`src/rtl/led_mode_pkg.sv`:
```
// ============================================================================
// Module      : led_mode_pkg
// Description : Shared LED mode state encoding, parameter defaults and the
//               mode-advance / LED-map helpers for led_mode_ctrl.
// Revision    : 1.0 - initial release
// ============================================================================
`default_nettype none

package led_mode_pkg;

  typedef enum logic [2:0] {
    ST_OFF   = 3'd0,
    ST_RED   = 3'd1,
    ST_GREEN = 3'd2,
    ST_ALT   = 3'd3,
    ST_BLINK = 3'd4
  } state_t;

  localparam int c_deb_cycles_def = 500000;
  localparam int c_blink_half_def = 12500000;
  localparam int c_idle_ticks_def = 40;

  function automatic state_t next_mode(input state_t s);
    case (s)
      ST_OFF:   return ST_RED;
      ST_RED:   return ST_GREEN;
      ST_GREEN: return ST_ALT;
      ST_ALT:   return ST_BLINK;
      default:  return ST_OFF;
    endcase
  endfunction

  // Returns {red, green}.
  function automatic logic [1:0] led_map(input state_t s, input logic phase);
    case (s)
      ST_RED:   return 2'b10;
      ST_GREEN: return 2'b01;
      ST_ALT:   return {phase, ~phase};
      ST_BLINK: return {phase, phase};
      default:  return 2'b00;
    endcase
  endfunction

endpackage

`default_nettype wire

```
`src/rtl/sw_debounce.sv`:
```
// ============================================================================
// Module      : sw_debounce
// Description : Two-flop synchronizer, level debouncer and rising-edge
//               detector producing a single-cycle press pulse.
// Revision    : 1.0 - initial release
// ============================================================================
`default_nettype none

module sw_debounce
  import led_mode_pkg::*;
#(
  parameter int DEB_CYCLES = c_deb_cycles_def
) (
  input  logic clk,
  input  logic rst_n,
  input  logic i_sw,
  output logic o_press
);

  localparam int CNT_W = $clog2(DEB_CYCLES);
  localparam logic [CNT_W-1:0] c_cnt_last = CNT_W'(DEB_CYCLES - 1);

  logic             r_sync1;
  logic             r_sync2;
  logic             r_deb;
  logic             r_deb_d;
  logic [CNT_W-1:0] r_cnt;

  always_ff @(posedge clk or negedge rst_n) begin
    if (!rst_n) begin
      r_sync1 <= 1'b0;
      r_sync2 <= 1'b0;
      r_deb   <= 1'b0;
      r_deb_d <= 1'b0;
      r_cnt   <= '0;
    end else begin
      r_sync1 <= i_sw;
      r_sync2 <= r_sync1;
      r_deb_d <= r_deb;
      // The new level is taken on the DEB_CYCLES-th consecutive disagreeing cycle.
      if (r_sync2 == r_deb) begin
        r_cnt <= '0;
      end else if (r_cnt == c_cnt_last) begin
        r_deb <= r_sync2;
        r_cnt <= '0;
      end else begin
        r_cnt <= r_cnt + 1'b1;
      end
    end
  end

  assign o_press = r_deb & ~r_deb_d;

endmodule

`default_nettype wire

```
`src/rtl/led_mode_ctrl.sv`:
```
// ============================================================================
// Module      : led_mode_ctrl
// Description : Push-button LED mode sequencer (OFF/RED/GREEN/ALT/BLINK) with
//               blink generator; optional idle timeout to OFF when the macro
//               LED_MODE_CTRL_TIMEOUT_EN is defined.
// Revision    : 1.0 - initial release
// ============================================================================
`default_nettype none

module led_mode_ctrl
  import led_mode_pkg::*;
#(
  parameter int DEB_CYCLES = c_deb_cycles_def,
  parameter int BLINK_HALF = c_blink_half_def,
  parameter int IDLE_TICKS = c_idle_ticks_def
) (
  input  logic CLK,
  input  logic NRST,
  input  logic SW,
  output logic LED_ROUGE,
  output logic LED_VERTE
);

  localparam int BLK_W = $clog2(BLINK_HALF);
  localparam logic [BLK_W-1:0] c_blk_last = BLK_W'(BLINK_HALF - 1);

  if (DEB_CYCLES < 2 || BLINK_HALF < 2 || IDLE_TICKS < 2) begin : g_param_chk
    $error("led_mode_ctrl: DEB_CYCLES, BLINK_HALF and IDLE_TICKS must be >= 2");
  end

  logic             w_press;
  logic             w_tick;
  logic             w_timeout;
  logic             w_state_chg;
  state_t           r_state;
  state_t           w_state_nxt;
  logic [BLK_W-1:0] r_blk_cnt;
  logic             r_phase;
  logic             r_led_r;
  logic             r_led_g;

  sw_debounce #(
    .DEB_CYCLES(DEB_CYCLES)
  ) u_sw_debounce (
    .clk    (CLK),
    .rst_n  (NRST),
    .i_sw   (SW),
    .o_press(w_press)
  );

  assign w_tick = (r_blk_cnt == c_blk_last);

`ifdef LED_MODE_CTRL_TIMEOUT_EN
  localparam int IDLE_W = $clog2(IDLE_TICKS);
  localparam logic [IDLE_W-1:0] c_idle_last = IDLE_W'(IDLE_TICKS - 1);

  logic [IDLE_W-1:0] r_idle_cnt;

  always_ff @(posedge CLK or negedge NRST) begin
    if (!NRST) begin
      r_idle_cnt <= '0;
    end else if (w_state_chg || (r_state == ST_OFF)) begin
      r_idle_cnt <= '0;
    end else if (w_tick) begin
      r_idle_cnt <= r_idle_cnt + 1'b1;
    end
  end

  assign w_timeout = (r_state != ST_OFF) && w_tick && (r_idle_cnt == c_idle_last);
`else
  assign w_timeout = 1'b0;
`endif

  always_ff @(posedge CLK or negedge NRST) begin
    if (!NRST) begin
      r_state <= ST_OFF;
    end else begin
      r_state <= w_state_nxt;
    end
  end

  // A press always wins over a coincident timeout.
  always_comb begin
    w_state_nxt = r_state;
    w_state_chg = 1'b0;
    if (w_press) begin
      w_state_nxt = next_mode(r_state);
    end else if (w_timeout) begin
      w_state_nxt = ST_OFF;
    end
    w_state_chg = (w_state_nxt != r_state);
  end

  // A state change restarts the blink period; any coincident tick is dropped.
  always_ff @(posedge CLK or negedge NRST) begin
    if (!NRST) begin
      r_blk_cnt <= '0;
      r_phase   <= 1'b0;
    end else if (w_state_chg) begin
      r_blk_cnt <= '0;
      r_phase   <= 1'b0;
    end else if (w_tick) begin
      r_blk_cnt <= '0;
      r_phase   <= ~r_phase;
    end else begin
      r_blk_cnt <= r_blk_cnt + 1'b1;
    end
  end

  always_ff @(posedge CLK or negedge NRST) begin
    if (!NRST) begin
      r_led_r <= 1'b0;
      r_led_g <= 1'b0;
    end else begin
      {r_led_r, r_led_g} <= led_map(r_state, r_phase);
    end
  end

  assign LED_ROUGE = r_led_r;
  assign LED_VERTE = r_led_g;

endmodule

`default_nettype wire
```
`config.mk`:
```
export PLATFORM = sky130hd
export DESIGN_NAME = led_mode_ctrl
export DESIGN_NICKNAME = d
export VERILOG_FILES = /design/src/rtl/led_mode_pkg.sv /design/src/rtl/sw_debounce.sv /design/src/rtl/led_mode_ctrl.sv
export SDC_FILE = /design/constraint.sdc
export NUM_CORES = 1
export LEC_CHECK = 0
export CAP_MARGIN = 10
export CORE_MARGIN = 5
export CORE_UTILIZATION = 55
export DETAILED_ROUTE_END_ITERATION = 16
export GPL_TIMING_DRIVEN = 1
export PLACE_DENSITY = 0.83
export SYNTH_ARGS = -nofsm -noshare
export SYNTH_HDL_FRONTEND = slang
export SYNTH_HIERARCHICAL = 1
export SYNTH_SLANG_ARGS = --single-unit
```
`constraint.sdc`:
```
create_clock -name CLK -period 4.25 [get_ports CLK]
set_clock_uncertainty 0.05 [all_clocks]
set_input_delay 0.425 -clock CLK [delete_from_list [all_inputs] [get_ports CLK]]
set_output_delay 0.425 -clock CLK [all_outputs]
set_load 0.02 [all_outputs]
```
Word-level counts from Yosys, hierarchy flattened
Cells that the tools add are included.
Widths: inputs -> output; s select.
{"block": "word_totals", "romBits": 0, "word_cells": 36, "mem_bits_rw": 0, "n_memories": 0, "latch_bits": 0, "ff_bits": 53, "in_bits": 3}
{"block": "op_classes", "n_lt_le_gt_ge": 0, "n_reduce_logical": 3, "bitwise_logic": 4, "add_sub_neg": 2, "n_eq_ne": 8, "n_shift": 0, "n_div": 0, "mux": 9, "mul": 0}
{"cell": "$mux 24", "n": 2}
{"cell": "$mux 19", "n": 2}
{"cell": "$add 24x1->24 const B", "n": 1}
{"cell": "$eq 24x24->1 const B", "n": 1}
{"cell": "$add 19x1->19 const B", "n": 1}
{"cell": "$eq 19x19->1 const B", "n": 1}
{"cell": "$pmux 3 s4", "n": 1}
{"cell": "$pmux 2 s4", "n": 1}
{"cell": "$eq 3x2->1 const B", "n": 2}
{"cell": "$eq 3x1->1 const B", "n": 1}
{"cell": "$eq 3x3->1 const B", "n": 1}
{"cell": "$logic_not 3->1", "n": 1}
{"cell": "$mux 3", "n": 1}
{"cell": "$ne 3x3->1", "n": 1}
{"cell": "$not 1->1", "n": 3}
{"cell": "$mux 1", "n": 2}
{"cell": "$reduce_and 2->1", "n": 1}
{"cell": "$reduce_bool 2->1", "n": 1}
{"cell": "$and 1x1->1", "n": 1}
{"cell": "$eq 1x1->1", "n": 1}

Logic depth before layout (Yosys ltp)
Gate-level depths: netlist of run 1.
{"block": "logic_depth", "depth_word": 5, "ltp_mapped": 6, "depth_no_buf": 5}

By module
The synthesis of run 1 kept the hierarchy.
{"module": "led_mode_ctrl", "n_inst": 1, "area_per_inst_um2": 1516.5, "seq_area_each_um2": 750.7, "cells_per_inst": 156}
{"module": "sw_debounce", "n_inst": 1, "area_per_inst_um2": 1111.1, "seq_area_each_um2": 575.6, "cells_per_inst": 107}

Worst setup path before layout of run 1
Ideal clock, no wire load.
{"block": "synth_timing", "path_kind": "reg-to-reg", "startpoint": "register r_blk_cnt[0]", "endpoint": "register r_blk_cnt[20]", "setup_ps": 73, "path_stages_with_launch": 7, "setup_slack_ps": 2086, "arrival_time_ps": 2041, "t_required_ps": 4127, "path_buffers": 1, "period_less_slack_ps": 2164, "cell_sequence": "dfrtp_1 ha_1 nand4_4 or4_1 buf_2 or4_4 a21oi_2"}
{"block": "synth_between", "elab_chain_len": 3}
{"item": "start, declared", "line_no": "led_mode_ctrl.sv:37", "text": "logic [BLK_W-1:0] r_blk_cnt;"}
{"item": "start signal, assigned", "line_no": "led_mode_ctrl.sv:106", "text": "r_blk_cnt <= r_blk_cnt + 1'b1;"}
{"item": "$add 24x1->24 or $eq 24x24->1 (tied branches)", "line_no": "led_mode_ctrl.sv:106, led_mode_ctrl.sv:51"}
{"item": "$mux 24 *", "line_no": "led_mode_ctrl.sv:102", "text": "end else if (w_tick) begin"}
{"item": "$mux 24 *", "line_no": "led_mode_ctrl.sv:99", "text": "end else if (w_state_chg) begin"}
Every way passes the cells marked *; elsewhere a longest branch is shown, timed or not.
A chain may end at the register's enable or synchronous reset.

Final worst setup path of run 1
{"block": "layout_timing", "startpoint": "register r_blk_cnt[14]", "endpoint": "register r_blk_cnt[2]"}
{"block": "layout_between", "elab_chain_len": 3}
{"item": "$eq 24x24->1", "line_no": "led_mode_ctrl.sv:51", "text": "assign w_tick = (r_blk_cnt == c_blk_last);"}
{"item": "$mux 24", "line_no": "led_mode_ctrl.sv:102"}
{"item": "$mux 24", "line_no": "led_mode_ctrl.sv:99"}
Every way passes these cells.

==> out/metrics.cfg, run 1 <==
[run_status]
outcome = finished, final reports clean

[critical_path]
cp_slowest_stage_delay_ns = 0.76
cpLargestDelayFamily = simple AND/OR/NAND/NOR gates
path_cells = or4_1 > or4_4 > o21bai_2 > nor2_1
critPathRequiredTime_ns = 4.36
slowest_stage = o21bai_2
cp.arrival_ns = 2.68
criticalPathCategory = flip-flop to flip-flop
worstSetupEndpointType = flip-flop
worst-path-max-fanout = 23
cp-start-kind = flip-flop
path_buf_inv = 0

[synthesis]
synth-edff-count = 0
async_flop_share_pct = 100
synth-seq-area-share_pct = 50.5
synthCells = 263
syn_avg_cell_area_um2 = 9.99
synthFlopType = dfrtp_1
synth_area_um2 = 2630
synth_fp_nets = 268
yosys_warnings = 6
synth-seq-cells = 53
synth_cell_types = 40

[grt]
grt_pass1_vias = 1870
grt_usage_pct = 16.3
grt_antenna_before_repair = 0
grt_first_pass_wirelength_um = 8160
grt_max_degree = 54
grt-ovfl-total = 0

[clock_network]
clockBufferDepth = 2
clock_sinks = 53
root_buffer = clkbuf_8
h-tree-depth = 2
cts_resized = 0
ctsHoldBuffers = 0
tritoncts = done
cts_made_buffers = 5
insertion_delay_ns = 0.31
path_clk_slew_ns = 0.09
postCtsSetupRepairBufs = 0

[sta]
tightest_slew_ns = 0.934
hold_slack_ns = 0.175
tns_ns = 0
final-setup-viol-count = 0
min_period_over_period_pct = 60.4
max_freq_mhz = 389
slew_violations = 0
hold_violations = 0
finalCriticalPeriod_ns = 2.57
finalWorstSetupSlack_ns = 1.68
slew_headroom_pct = 37.7
rsz0062_at_grt = no

[die]
coreArea_um2 = 4690
io_pins = 5
die_x_um = 79.1
floorplan.initialDensity_pct = 56.0
die_h_um = 79.1
rows = 25
dieArea_um2 = 6260

[placement]
place_congestion = 0.873
port_buffers = 4
dp_hpwl_um = 3000
dp.cells = 315
place_ws_ns = 1.67

[worst_hold_path]
min_path_type = input pin to async pin

[routing]
via_count = 1896
routed_via_density = 5.87
drtIter0Drc = 87
ant_nets = 0
finalWirelength_um = 4410
firstDrtPassIters = 4
wl_per_cell_um = 13.6
drc = 0

[finish]
fin_nets = 273
drive_gt1_share_pct = 9.67
diodes = 0
area_growth_pct = 6.86
final_cell_count_no_fill = 323
final_util_pct = 59.8

[flow_run]
cap_viol_max_count = 0

[power_and_ir_drop]
leakage_nw = 1.13
ir_drop_v = 0.000146
power_density_nw_per_um2 = 311

==> power by group <==
| part | total (mW) | internal [mW] | switching, mW | leakage (nW) |
|---|---|---|---|---|
| clock | 0.342 | 0.176 | 0.165 | 0.0543 |
| combinational | 0.0198 | 0.00517 | 0.0146 | 0.354 |
| sequential | 0.511 | 0.507 | 0.00387 | 0.719 |
| total | 0.872 | 0.688 | 0.184 | 1.13 |
==> synthesized netlist by cell type (all sizes together), types with 2 or more instances <==
cell type   n  area [µm²]
mux2i       2        20.0
xor2        3        26.3
ha          2        25.0
o31ai       5        37.5
and2        2        12.5
or4        11        93.8
nor2b       2        12.5
xnor2      22         193
nor4        8        56.3
mux2        2        22.5
nor3        6        30.0
or3        10        63.8
nor2       34         128
nand2      16        60.1
nand3      14        70.1
buf         6        41.3
dfrtp      53        1330
nand4       9        92.6
o21ai      12        60.1
a21oi      18        93.8
inv        15        56.3
==> area by class of cell <==
type	instances	area, µm²
timing repair buffer	5	42.5
inverter	15	56.3
multi-input combinational	188	1200
fill	370	1880
clock buffer	5	68.8
clock inverter	3	46.3
tap	54	67.6
sequential	53	1330
==> metal layers <==
metal,vias up,part of all wire (%),global-route usage (%)
met5,-,0,0
met4,0,1.6,5.67
met3,7,2.8,3.74
met2,28,47,27.5
met1,931,48,20.4
li1,930,-,-
==> registers in the layout, indices dropped and copies added (netlist names) <==
name	cells
LED_VERTE	1
r_state	3
r_blk_cnt	24
u_sw_debounce/r_deb	1
u_sw_debounce/r_deb_d	1
u_sw_debounce/r_cnt	19
u_sw_debounce/r_sync1	1
LED_ROUGE	1
r_phase	1
u_sw_debounce/r_sync2	1
==> path summary, 6_finish.rpt <==
kind / depth (start not counted) / endpoint / startpoint / slack, ns
setup / recovery: 4 / r_blk_cnt[2]$_DFF_PN0_ / r_blk_cnt[14]$_DFF_PN0_ / 1.68
hold / removal: 2 / r_blk_cnt[18]$_DFF_PN0_ / NRST / 0.17
setup reg to reg: 4 / r_blk_cnt[2]$_DFF_PN0_ / r_blk_cnt[14]$_DFF_PN0_ / 1.68
hold reg to reg: 0 / u_sw_debounce/r_sync2$_DFF_PN0_ / u_sw_debounce/r_sync1$_DFF_PN0_ / 0.30
max in group asynchronous: 2 / u_sw_debounce/r_cnt[7]$_DFF_PN0_ / NRST / 3.55
min in group CLK: 0 / u_sw_debounce/r_sync2$_DFF_PN0_ / u_sw_debounce/r_sync1$_DFF_PN0_ / 0.30
==> placed cells by master (no fill, tap or decap), types with 3 or more instances in the layout <==
cell,n
nand2_1,16
xnor2_1,22
or4_4,3
or4_1,8
nor3_1,6
clkdlybuf4s50_1,3
xor2_1,3
nand4_1,6
clkbuf_8,5
a21oi_1,17
inv_1,15
dfrtp_1,53
nor4_1,7
nand3_1,14
or3_1,9
o31ai_1,5
nor2_1,34
o21ai_0,12
==> logic make-up after synthesis <==
| logic type | share of synthesized area (%) |
|---|---|
| mux | 1.62 |
| xor+xnor | 8.33 |
| buf+inv | 3.86 |
| compound gates | 9.33 |
| simple gates | 25.4 |
| flops | 50.5 |
| fa+ha+maj | 0.952 |
==> through the flow <==
| step | instance area, µm² | power [mW] |
|---|---|---|
| after floorplan | 2630 | 0.529 |
| after global placement | 2690 | 0.541 |
| after detailed placement | 2690 | 0.542 |
| after CTS | 2810 | 0.885 |
| after global routing | 2810 | 0.902 |
| final | 2810 | 0.872 |
No activity file was read; power rests on OpenSTA's default activity.
==> run 2, diff against run 1 <==
clock period = 2.46 ns   (was 4.25 ns; I/O delays follow)
==> run 2 against run 1 <==
Net effect: the flow now finishes with violations (negative hold slack); highest routed layer unchanged; register-to-register slack lost 1.6 ns; final area grew 0.89%; non-clock buffer count grew 5; first-iteration DRC count grew 37%; power grew 63%; worst setup slack lost 1.6 ns; final cell count grew 1.5%; critical path depth grew 1; sequential share of layout area shrank 0.42 points; clock-buffer cell count is the same.
==> out/metrics.cfg, run 2 (synthesis results as in run 1) <==
[grt]
grt_antenna_before_repair = 0  ; unchanged
grt-ovfl-total = 0  ; unchanged
grt_pass1_vias = 1959  ; +4.8%
grt_first_pass_wirelength_um = 8530  ; +4.6%
grt_max_degree = 40  ; -26%
grt_usage_pct = 17.1  ; +0.84 points

[clock_network]
cts_made_buffers = 5  ; unchanged
ctsHoldBuffers = 0  ; unchanged
path_clk_slew_ns = 0.10  ; about the same
postCtsSetupRepairBufs = 0  ; unchanged
insertion_delay_ns = 0.31  ; about the same
tritoncts = done
h-tree-depth = 2  ; unchanged
cts_resized = 0  ; unchanged
clockBufferDepth = 2  ; unchanged
clock_sinks = 53  ; unchanged
root_buffer = clkbuf_8

[routing]
firstDrtPassIters = 4  ; unchanged
drtIter0Drc = 119  ; +37%
drc = 0  ; unchanged
ant_nets = 0  ; unchanged
wl_per_cell_um = 14.2  ; +4.2%
routed_via_density = 5.88  ; about the same
via_count = 1927  ; +1.6%
finalWirelength_um = 4670  ; +5.8%

[die]
die_x_um = 79.1  ; unchanged
rows = 25  ; unchanged
floorplan.initialDensity_pct = 56.0  ; unchanged
coreArea_um2 = 4690  ; unchanged
io_pins = 5  ; unchanged
dieArea_um2 = 6260  ; unchanged
die_h_um = 79.1  ; unchanged

[power_and_ir_drop]
power_density_nw_per_um2 = 502  ; +62%
pwr-share-comb_pct = 2.7  ; +0.4 points
switching_share_pct = 23.4  ; +2.3 points
clock_power_share_pct = 35.3  ; -3.9 points
ir_drop_v = 0.000211  ; +44%
p_sw_uw = 332  ; +81%
power.internal_mw = 1.09  ; +58%
leakage_nw = 1.15  ; +1.6%
p_seq_share_pct = 62.0  ; +3.4 points

[critical_path]
cp_slowest_stage_delay_ns = 0.72  ; -0.04 ns
slowest_stage = or4_1
cp-start-kind = flip-flop
cpLargestDelayFamily = simple AND/OR/NAND/NOR gates
worstSetupEndpointType = flip-flop
path_cells = ha_1 > nand4_4 > or4_1 > or4_4 > a21oi_2
criticalPathCategory = flip-flop to flip-flop
worst-path-max-fanout = 10  ; -57%
cp.arrival_ns = 2.54  ; -0.14 ns
path_buf_inv = 0  ; unchanged
r2r_slack_ns = 0.12  ; -1.56 ns
critPathRequiredTime_ns = 2.66  ; -1.70 ns

[placement]
port_buffers = 4  ; unchanged
dp_hpwl_um = 3220  ; +7.4%
place_congestion = 0.801  ; -8.2%
dp.cells = 320  ; +1.6%
dpl_cell_area_um2 = 2740  ; +1.9%

[sta]
hold_slack_ns = -0.0108  ; -0.185 ns
final-setup-viol-count = 0  ; unchanged
max_freq_mhz = 427  ; +9.8%
slew_headroom_pct = 41.5  ; +3.8 points
finalCriticalPeriod_ns = 2.34  ; -0.229 ns
hold_violations = 23  ; +23
slew_violations = 0  ; unchanged
rsz0062_at_grt = no
tightest_slew_ns = 0.878  ; -0.0564 ns
min_period_over_period_pct = 95.1  ; +35 points
tns_ns = 0  ; unchanged

[run_status]
outcome = complete, but fails checks
violations = negative hold slack

[finish]
top_register = r_blk_cnt
largest_register_ffs = 24  ; unchanged
mostFrequentLayoutCells = dfrtp_1, nor2_1, xnor2_1
final_cell_count_no_fill = 328  ; +1.5%
reg_top3 = r_blk_cnt: 24 flops, u_sw_debounce/r_cnt: 19 flops, r_state: 3 flops
fin_nets = 278  ; +1.8%
area_growth_pct = 7.81
drive_gt1_share_pct = 11.3  ; +1.6 points
diodes = 0  ; unchanged
final_area_um2 = 2830  ; +0.89%
final_util_pct = 60.4  ; +0.53 points
layout_commonest_cell = dfrtp_1

[worst_hold_path]
min_path_type = input pin to async pin

[flow_run]
cap_viol_max_count = 0  ; unchanged

run 2: cell count changes in the layout (fill, tap and decap cells not counted):
cell	delta
buf_12	+1
inv_6	+1
bufinv_16	-1
clkinv_2	+1
buf_4	+4
clkinv_4	-1
run 2: stage by stage:
| stage | worst slack (ns) | total power, mW |
|---|---|---|
| 4_1_cts | 0.126 | 1.44 |
| 3_3_place_gp | 0.210 | 0.939 |
| 5_1_grt | 0.0257 | 1.48 |
| 3_5_place_dp | 0.144 | 0.940 |
| 6_report | 0.121 | 1.42 |
| 2_1_floorplan | 0.296 | 0.914 |
run 2: worst paths after layout:
kind,startpoint,end,depth (start not counted)
hold reg to reg,u_sw_debounce/r_sync1$_DFF_PN0_,u_sw_debounce/r_sync2$_DFF_PN0_,0
setup reg to reg,r_blk_cnt[0]$_DFF_PN0_,r_blk_cnt[20]$_DFF_PN0_,5
min in group CLK,SW,u_sw_debounce/r_sync1$_DFF_PN0_,1
setup / recovery,r_blk_cnt[0]$_DFF_PN0_,r_blk_cnt[20]$_DFF_PN0_,5
hold / removal,NRST,r_blk_cnt[21]$_DFF_PN0_,1
max in group asynchronous,NRST,u_sw_debounce/r_cnt[5]$_DFF_PN0_,2
run 2: layer usage:
| metal | track usage (%) | wire length [µm] | vias to the layer above |
|---|---|---|---|
| li1 | - | - | 947 |
| met1 | 21.2 | 2180 | 940 |
| met2 | 28.4 | 2240 | 31 |
| met3 | 4.31 | 154 | 9 |
| met4 | 7.22 | 90 | 0 |
| met5 | 0 | 0 | - |
run 2: cell type report:
type | count | area [µm²]
Fill cell | 384 | 1860
Sequential cell | 53 | 1330
Multi-Input combinational cell | 188 | 1200
Timing Repair Buffer | 10 | 92.6
Clock buffer | 5 | 68.8
Tap cell | 54 | 67.6
Inverter | 15 | 56.3
Clock inverter | 3 | 21.3
run 2: power groups by stage:
| stage | registers, mW | clock network, mW | logic [mW] |
|---|---|---|---|
| 2_1_floorplan | 0.897 | 0 | 0.0166 |
| 3_3_place_gp | 0.899 | 0 | 0.0394 |
| 3_5_place_dp | 0.900 | 0 | 0.0405 |
| 4_1_cts | 0.882 | 0.515 | 0.0408 |
| 5_1_grt | 0.884 | 0.554 | 0.0452 |
| 6_report | 0.882 | 0.502 | 0.0389 |
